## src/rtl/ahb_mem_arbiter_pkg.sv

```systemverilog
// Shared encodings and types for the two-master AHB memory arbiter.
package ahb_mem_arbiter_pkg;

  localparam logic [1:0] HTRANS_IDLE   = 2'b00;
  localparam logic [1:0] HTRANS_BUSY   = 2'b01;
  localparam logic [1:0] HTRANS_NONSEQ = 2'b10;
  localparam logic [1:0] HTRANS_SEQ    = 2'b11;

  localparam logic [1:0] HRESP_OKAY = 2'b00;

  localparam int   NUM_MST = 2;
  localparam logic MST_M0  = 1'b0;
  localparam logic MST_M1  = 1'b1;

  typedef enum logic [1:0] {
    ST_IDLE = 2'b00,
    ST_PEND = 2'b01,
    ST_DATA = 2'b10
  } arb_state_e;

  // Only NONSEQ and SEQ carry a real transfer.
  function automatic logic htrans_active(input logic [1:0] htrans);
    case (htrans)
      HTRANS_NONSEQ, HTRANS_SEQ: htrans_active = 1'b1;
      HTRANS_IDLE, HTRANS_BUSY:  htrans_active = 1'b0;
      default:                   htrans_active = 1'b0;
    endcase
  endfunction

endpackage

```

## src/rtl/ahb_arb_pend_buf.sv

```systemverilog
// Per-master request FSM with a single-entry pending address buffer.
module ahb_arb_pend_buf
  import ahb_mem_arbiter_pkg::*;
(
  input  logic        pll_core_cpuclk,
  input  logic        pad_cpu_rst,
  input  logic        live,
  input  logic        grant,
  input  logic        slv_hready,
  input  logic [31:0] haddr,
  input  logic [2:0]  hsize,
  input  logic        hwrite,
  output logic        pend_vld,
  output logic [31:0] pend_haddr,
  output logic [2:0]  pend_hsize,
  output logic        pend_hwrite
);

  arb_state_e  state_reg, state_next;
  logic        capture;
  logic [31:0] haddr_reg;
  logic [2:0]  hsize_reg;
  logic        hwrite_reg;

  always_comb begin
    state_next = state_reg;
    capture    = 1'b0;
    case (state_reg)
      ST_PEND: begin
        if (grant) state_next = ST_DATA;
      end
      default: begin
        if (live) begin
          if (grant) begin
            state_next = ST_DATA;
          end else begin
            state_next = ST_PEND;
            capture    = 1'b1;
          end
        end else if (state_reg == ST_DATA && slv_hready) begin
          state_next = ST_IDLE;
        end
      end
    endcase
  end

  always_ff @(posedge pll_core_cpuclk) begin
    if (pad_cpu_rst) begin
      state_reg  <= ST_IDLE;
      haddr_reg  <= '0;
      hsize_reg  <= '0;
      hwrite_reg <= 1'b0;
    end else begin
      state_reg <= state_next;
      if (capture) begin
        haddr_reg  <= haddr;
        hsize_reg  <= hsize;
        hwrite_reg <= hwrite;
      end
    end
  end

  assign pend_vld    = (state_reg == ST_PEND);
  assign pend_haddr  = haddr_reg;
  assign pend_hsize  = hsize_reg;
  assign pend_hwrite = hwrite_reg;

endmodule

```

## src/rtl/ahb_mem_arbiter.sv

```systemverilog
// Two-master AHB arbiter in front of a single memory controller slave port.
module ahb_mem_arbiter
  import ahb_mem_arbiter_pkg::*;
(
  input  logic        pll_core_cpuclk,
  input  logic        pad_cpu_rst,
  input  logic        m0_hsel,
  input  logic [31:0] m0_haddr,
  input  logic [1:0]  m0_htrans,
  input  logic [2:0]  m0_hsize,
  input  logic        m0_hwrite,
  input  logic [31:0] m0_hwdata,
  output logic [31:0] m0_hrdata,
  output logic        m0_hready,
  output logic [1:0]  m0_hresp,
  input  logic        m1_hsel,
  input  logic [31:0] m1_haddr,
  input  logic [1:0]  m1_htrans,
  input  logic [2:0]  m1_hsize,
  input  logic        m1_hwrite,
  input  logic [31:0] m1_hwdata,
  output logic [31:0] m1_hrdata,
  output logic        m1_hready,
  output logic [1:0]  m1_hresp,
  output logic        arb_mmc_hsel,
  output logic [31:0] arb_yy_haddr,
  output logic [1:0]  arb_yy_htrans,
  output logic [2:0]  arb_yy_hsize,
  output logic        arb_yy_hwrite,
  output logic [31:0] arb_yy_hwdata,
  input  logic [31:0] mmc_arb_hrdata,
  input  logic        mmc_arb_hready,
  input  logic [1:0]  mmc_arb_hresp
);

  logic [NUM_MST-1:0] mst_hsel, mst_hwrite, mst_req, mst_live, mst_hready;
  logic [NUM_MST-1:0] pend_vld, pend_hwrite, cand, grant;
  logic [1:0]         mst_htrans [NUM_MST];
  logic [1:0]         mst_hresp  [NUM_MST];
  logic [2:0]         mst_hsize  [NUM_MST];
  logic [2:0]         pend_hsize [NUM_MST];
  logic [31:0]        mst_haddr  [NUM_MST];
  logic [31:0]        mst_hwdata [NUM_MST];
  logic [31:0]        pend_haddr [NUM_MST];

  logic        issue_ok, issue, gidx;
  logic        last_grant_reg, dph_vld_reg, dph_owner_reg, post_rst_reg;
  logic [31:0] last_haddr_reg, sel_haddr;
  logic [2:0]  last_hsize_reg, sel_hsize;
  logic        last_hwrite_reg, sel_hwrite;

  assign mst_hsel      = {m1_hsel, m0_hsel};
  assign mst_hwrite    = {m1_hwrite, m0_hwrite};
  assign mst_htrans[0] = m0_htrans;
  assign mst_htrans[1] = m1_htrans;
  assign mst_hsize[0]  = m0_hsize;
  assign mst_hsize[1]  = m1_hsize;
  assign mst_haddr[0]  = m0_haddr;
  assign mst_haddr[1]  = m1_haddr;
  assign mst_hwdata[0] = m0_hwdata;
  assign mst_hwdata[1] = m1_hwdata;

  generate
    for (genvar gi = 0; gi < NUM_MST; gi++) begin : g_mst
      localparam logic MST_IDX = 1'(gi);
      logic is_owner;

      assign is_owner = dph_vld_reg && (dph_owner_reg == MST_IDX);
      assign mst_req[gi] = mst_hsel[gi] && htrans_active(mst_htrans[gi]);
      assign mst_hready[gi] = pad_cpu_rst  ? 1'b1 :
                              is_owner     ? mmc_arb_hready :
                              pend_vld[gi] ? 1'b0 : 1'b1;
      // An address is only accepted from a master while its hready is high.
      assign mst_live[gi]  = mst_req[gi] && mst_hready[gi] && !pend_vld[gi];
      assign mst_hresp[gi] = (!pad_cpu_rst && is_owner) ? mmc_arb_hresp : HRESP_OKAY;

      ahb_arb_pend_buf u_pend_buf (
        .pll_core_cpuclk (pll_core_cpuclk),
        .pad_cpu_rst     (pad_cpu_rst),
        .live            (mst_live[gi]),
        .grant           (grant[gi]),
        .slv_hready      (mmc_arb_hready),
        .haddr           (mst_haddr[gi]),
        .hsize           (mst_hsize[gi]),
        .hwrite          (mst_hwrite[gi]),
        .pend_vld        (pend_vld[gi]),
        .pend_haddr      (pend_haddr[gi]),
        .pend_hsize      (pend_hsize[gi]),
        .pend_hwrite     (pend_hwrite[gi])
      );
    end
  endgenerate

  // The cycle right after reset release never issues.
  assign issue_ok = mmc_arb_hready && !pad_cpu_rst && !post_rst_reg;
  assign cand     = (|pend_vld) ? pend_vld : mst_live;

  always_comb begin
    grant = '0;
    if (issue_ok) begin
      case (cand)
        2'b01:   grant = 2'b01;
        2'b10:   grant = 2'b10;
        2'b11:   grant = (last_grant_reg == MST_M0) ? 2'b10 : 2'b01;
        default: grant = '0;
      endcase
    end
  end

  assign issue      = |grant;
  assign gidx       = grant[1] ? MST_M1 : MST_M0;
  assign sel_haddr  = pend_vld[gidx] ? pend_haddr[gidx]  : mst_haddr[gidx];
  assign sel_hsize  = pend_vld[gidx] ? pend_hsize[gidx]  : mst_hsize[gidx];
  assign sel_hwrite = pend_vld[gidx] ? pend_hwrite[gidx] : mst_hwrite[gidx];

  always_ff @(posedge pll_core_cpuclk) begin
    if (pad_cpu_rst) begin
      last_grant_reg  <= MST_M0;
      dph_vld_reg     <= 1'b0;
      dph_owner_reg   <= MST_M0;
      post_rst_reg    <= 1'b1;
      last_haddr_reg  <= '0;
      last_hsize_reg  <= '0;
      last_hwrite_reg <= 1'b0;
    end else begin
      post_rst_reg <= 1'b0;
      if (issue) begin
        last_grant_reg  <= gidx;
        last_haddr_reg  <= sel_haddr;
        last_hsize_reg  <= sel_hsize;
        last_hwrite_reg <= sel_hwrite;
      end
      if (mmc_arb_hready) begin
        dph_vld_reg <= issue;
        if (issue) dph_owner_reg <= gidx;
      end
    end
  end

  assign arb_mmc_hsel  = issue;
  assign arb_yy_htrans = issue ? HTRANS_NONSEQ : HTRANS_IDLE;
  assign arb_yy_haddr  = pad_cpu_rst ? '0   : (issue ? sel_haddr  : last_haddr_reg);
  assign arb_yy_hsize  = pad_cpu_rst ? '0   : (issue ? sel_hsize  : last_hsize_reg);
  assign arb_yy_hwrite = pad_cpu_rst ? 1'b0 : (issue ? sel_hwrite : last_hwrite_reg);
  assign arb_yy_hwdata = (!pad_cpu_rst && dph_vld_reg) ? mst_hwdata[dph_owner_reg] : '0;

  assign m0_hrdata = mmc_arb_hrdata;
  assign m1_hrdata = mmc_arb_hrdata;
  assign m0_hready = mst_hready[0];
  assign m1_hready = mst_hready[1];
  assign m0_hresp  = mst_hresp[0];
  assign m1_hresp  = mst_hresp[1];

endmodule

```

## config.mk

```make
export PLATFORM = sky130hd
export DESIGN_NAME = ahb_mem_arbiter
export DESIGN_NICKNAME = d
export VERILOG_FILES = /design/src/rtl/ahb_mem_arbiter_pkg.sv /design/src/rtl/ahb_arb_pend_buf.sv /design/src/rtl/ahb_mem_arbiter.sv
export SDC_FILE = /design/constraint.sdc
export NUM_CORES = 1
export LEC_CHECK = 0
export ABC_AREA = 1
export CELL_PAD_IN_SITES_DETAIL_PLACEMENT = 0
export CELL_PAD_IN_SITES_GLOBAL_PLACEMENT = 1
export CORE_UTILIZATION = 29
export DETAILED_ROUTE_END_ITERATION = 12
export GPL_ROUTABILITY_DRIVEN = 0
export GPL_TIMING_DRIVEN = 0
export PLACE_DENSITY_LB_ADDON = 0.3
export SYNTH_ARGS = -nofsm -noshare
export SYNTH_HDL_FRONTEND = slang
export SYNTH_HIERARCHICAL = 1
export SYNTH_SLANG_ARGS = --single-unit
export TNS_END_PERCENT = 1
```

## constraint.sdc

```tcl
create_clock -name pll_core_cpuclk -period 2.71 [get_ports pll_core_cpuclk]
set_input_delay 0.271 -clock pll_core_cpuclk [delete_from_list [all_inputs] [get_ports pll_core_cpuclk]]
set_output_delay 0.271 -clock pll_core_cpuclk [all_outputs]
set_load 0.02 [all_outputs]
```

==> impl_results.md <==
* Worst path cell trace: inv_1 -> nand2_4 -> inv_2 -> inv_2 -> nand2_1 -> nand3_2 -> nand3_1 -> nand2_2 -> nand2_4 -> buf_8 -> clkbuf_4 -> nand3b_1 -> nand2_1 -> nand2_1 -> nand2_1 -> a21oi_2 -> buf_4
* Fmax at 366 MHz
* Die Height at 167 µm
* Count leader, synth: nand2_1
* Status: complete, but fails checks
* Maxcap violations at 0
* Layout overhead on the synthesized area at 53.6%
* Synth cell count leaders: nand2_1, inv_1, a21oi_1, dfxtp_1, nand3_1
* Pins over their slew limit at 0
* I/O pins at 320
* Number of synthesized flops with an enable pin at 0
* Setup CP Type: reg -> out
* Leak pwr at 6.08 nW
* Most used DFF post-synth: dfxtp_1
* Largest stage delay, worst path at 320 ps
* Clock-pin slew on the worst setup and hold paths at 50 ps
* Syn Std Cell Area at 7940 µm²
* Crit path launch type: register
* Final setup viols at 3
* GRT Total Usage at 20.5%
* DR WL/cell at 14.6 µm
* Fraction of layout cells with a size suffix above 1 at 17.5%
* Starting density of the core at 29.5%
* Final Hold Fails at 0
* Ys Warns at 6
* Final core utilization at 45.4%
* Design area at 12200 µm²
* Vias in the first global route at 8465
* Die Wd at 167 µm
* Hpwl dp at 22100 µm
* DP Area at 11200 µm²
* Iter 0 DRT Violations at 441
* First-pass GRT wire length at 45100 µm
* TritonRoute pass-1 iters at 5
* Synth area leaders: dfxtp_1, nand2_1, inv_1
* Skew final at 5.87 ps
* # DRC at 0
* Nets at 1810
* Crit path max-delay cell type: dfxtp_1
* Worst EP required at 2440 ps
* Seq/Total Area, Yosys at 29.2%
* P_int at 0.00407 W
* Syn Area/Cell at 6.04 µm²
* #FFs+latches synth at 116
* Slew at the pin with the worst max-slew slack at 569 ps
* Clock share of power at 39.4%
* Worst r2r src: g_mst[0].u_pend_buf/state_reg[1]
* Largest net degree at the start of global routing at 17
* Remaining antenna violation count at 0
* Peak supply drop at 0.376 mV
* Routed WL at 29000 µm
* Crit share post-route at 101%
* Part of the power in registers at 32.7%
* Clock root buffer master: clkbuf_16
* Layout filler cell count at 2866
* Worst reg-to-reg path cell count at 18
* R2R Setup Slk at 370 ps
* Min cycle time layout at 2730 ps
* Critical path arrival at 2460 ps
* Switch share at 29.5%
* Global route overflow at 0
* # port buffers at 284
* Multi-input gate area at 3960 µm²
* Mapped Cells at 1315
* Setup ws final at -19.4 ps
* Largest area contributor in the netlist: dfxtp_1
* Clk sinks at 116
* Async SR Flop Fraction at 0%
* P per Cell Area at 474 nW/µm²
* Slew Limit Headroom at 61.9%
* Clock Path Buffers at 2
* Endpoint of the worst-slack reg-to-reg timing path: g_mst[1].u_pend_buf/pend_haddr[15]
* Share of the synthesized area in the top cell type at 29.2%
* Die area at 28000 µm²
* Vias per Instance at 4.47
* Row count at 60
* Core area at 26900 µm²
* Gate power share at 27.9%
* Hold Path End: dph_vld_reg
* Most used cell, CP: nand2_1
* Hold crit path type: in -> reg
* Clock Latency Late Sink at 410 ps
* FF/Latch Area at 2320 µm²
* Worst hold stages at 2
* Syn nets at 1494
* Hold slack final at 256 ps
* Initial antenna violation count at 0
* Failing checks: setup timing
* Depth of the CTS H-tree at 4
* RSZ-0062 raised after global routing: yes
* Vias at 8859
* Setup WS pre-CTS at -865 ps
* TritonCTS clock tree: done
* Total CTS buffers at 17
* Setup TNS at -36.1 ps
* Distinct cells, synth at 25
* Largest register FFs at 64
* Max Fanout on Critical Path at 10
* CP endpoint kind: primary output
* Switching pwr at 0.00170 W
* Diode count at 0
* Hold path startpoint: mmc_arb_hready
[cell type report]
cell class	instances	share of cell area [%]
clock buffer	21	3.78
tap	341	3.50
sequential	116	19.1
multi-input combinational	843	32.5
clock inverter	10	1.08
buffer	150	9.90
timing repair buffer	299	23.9
inverter	204	6.32
[critical path, delay by kind of cell (launching register included)]
family | cells | cell delay (ps)
flops | 1 | 320
buf+inv | 6 | 720
compound gates | 1 | 150
simple gates | 10 | 840
[logic make-up after synthesis]
kind of cell	after synthesis	share of synthesized area [%]
and+or+nand+nor	656	35.7
buffers and inverters	356	23.1
AOI/OAI and AO/OA	186	12.0
DFF	116	29.2
other	1	0.0472
[routing by layer]
metal,track usage [%],part of all wire (%),vias up
met2,36.5,49,281
li1,-,-,4599
met5,0,0,-
met1,25.0,44,3953
met4,6.62,1.5,0
met3,3.19,5.2,26
[what timing repair did]
item | in CTS | in global routing
hold buffers | 0 | 0
setup buffers | 5 | 10
endpoints found under the setup margin | 111 | 67
pin swaps | 5 | 11
gates resized for setup | 243 | 80
[power groups by stage]
stage	Combinational, W	Clock, W	Sequential [W]
3_5_place_dp	0.00153	0	0.00192
3_3_place_gp	0.00153	0	0.00192
2_1_floorplan	0.000899	0	0.00191
4_1_cts	0.00157	0.00233	0.00189
5_1_grt	0.00177	0.00240	0.00190
6_report	0.00161	0.00228	0.00189
[worst max-delay path by stage]
stage                                     start               end  slack, ps  cells after the start
6_report       g_mst[0].u_pend_buf/state_reg[1]     arb_yy_hwrite        -20                     17
2_1_floorplan  g_mst[1].u_pend_buf/state_reg[1]  arb_yy_haddr[20]        210                     17
4_1_cts        g_mst[1].u_pend_buf/state_reg[1]  arb_yy_haddr[21]       -260                     16
5_1_grt                           dph_owner_reg  arb_yy_haddr[21]       -160                     13
3_5_place_dp                        pad_cpu_rst  arb_yy_haddr[21]       -860                     12
3_3_place_gp                        pad_cpu_rst  arb_yy_haddr[21]       -850                     12
[through the flow]
step	cells	total power (W)
floorplan	1315	0.00281
global route	1984	0.00607
finish	1984	0.00578
CTS	1976	0.00578
global placement	1940	0.00344
detailed placement	1940	0.00345
[placed cells by master, fill, tap and decap left out, types with 2 or more instances in the layout]
master | Yosys | routed
buf_4 | 74 | 119
buf_12 | 0 | 4
nor2_8 | 2 | 2
o21ai_1 | 2 | 4
bufinv_16 | 0 | 3
nand2_2 | 4 | 7
dlymetal6s2s_1 | 0 | 3
nand3_2 | 4 | 3
nor2_1 | 79 | 79
dfxtp_1 | 116 | 115
buf_6 | 22 | 33
buf_8 | 0 | 6
nand2_1 | 413 | 407
clkbuf_4 | 0 | 9
clkbuf_16 | 0 | 17
a21oi_1 | 146 | 111
inv_2 | 3 | 7
clkbuf_2 | 0 | 3
clkbuf_1 | 16 | 11
buf_2 | 40 | 20
dlygate4sd2_1 | 0 | 3
nand3_1 | 114 | 114
clkbuf_8 | 0 | 2
clkinv_2 | 0 | 5
a21oi_2 | 0 | 35
nand3b_1 | 36 | 36
clkdlybuf4s50_1 | 0 | 240
nand2_4 | 3 | 6
inv_1 | 200 | 196
o21ai_0 | 34 | 32
Power figures use the tool's default switching activity.
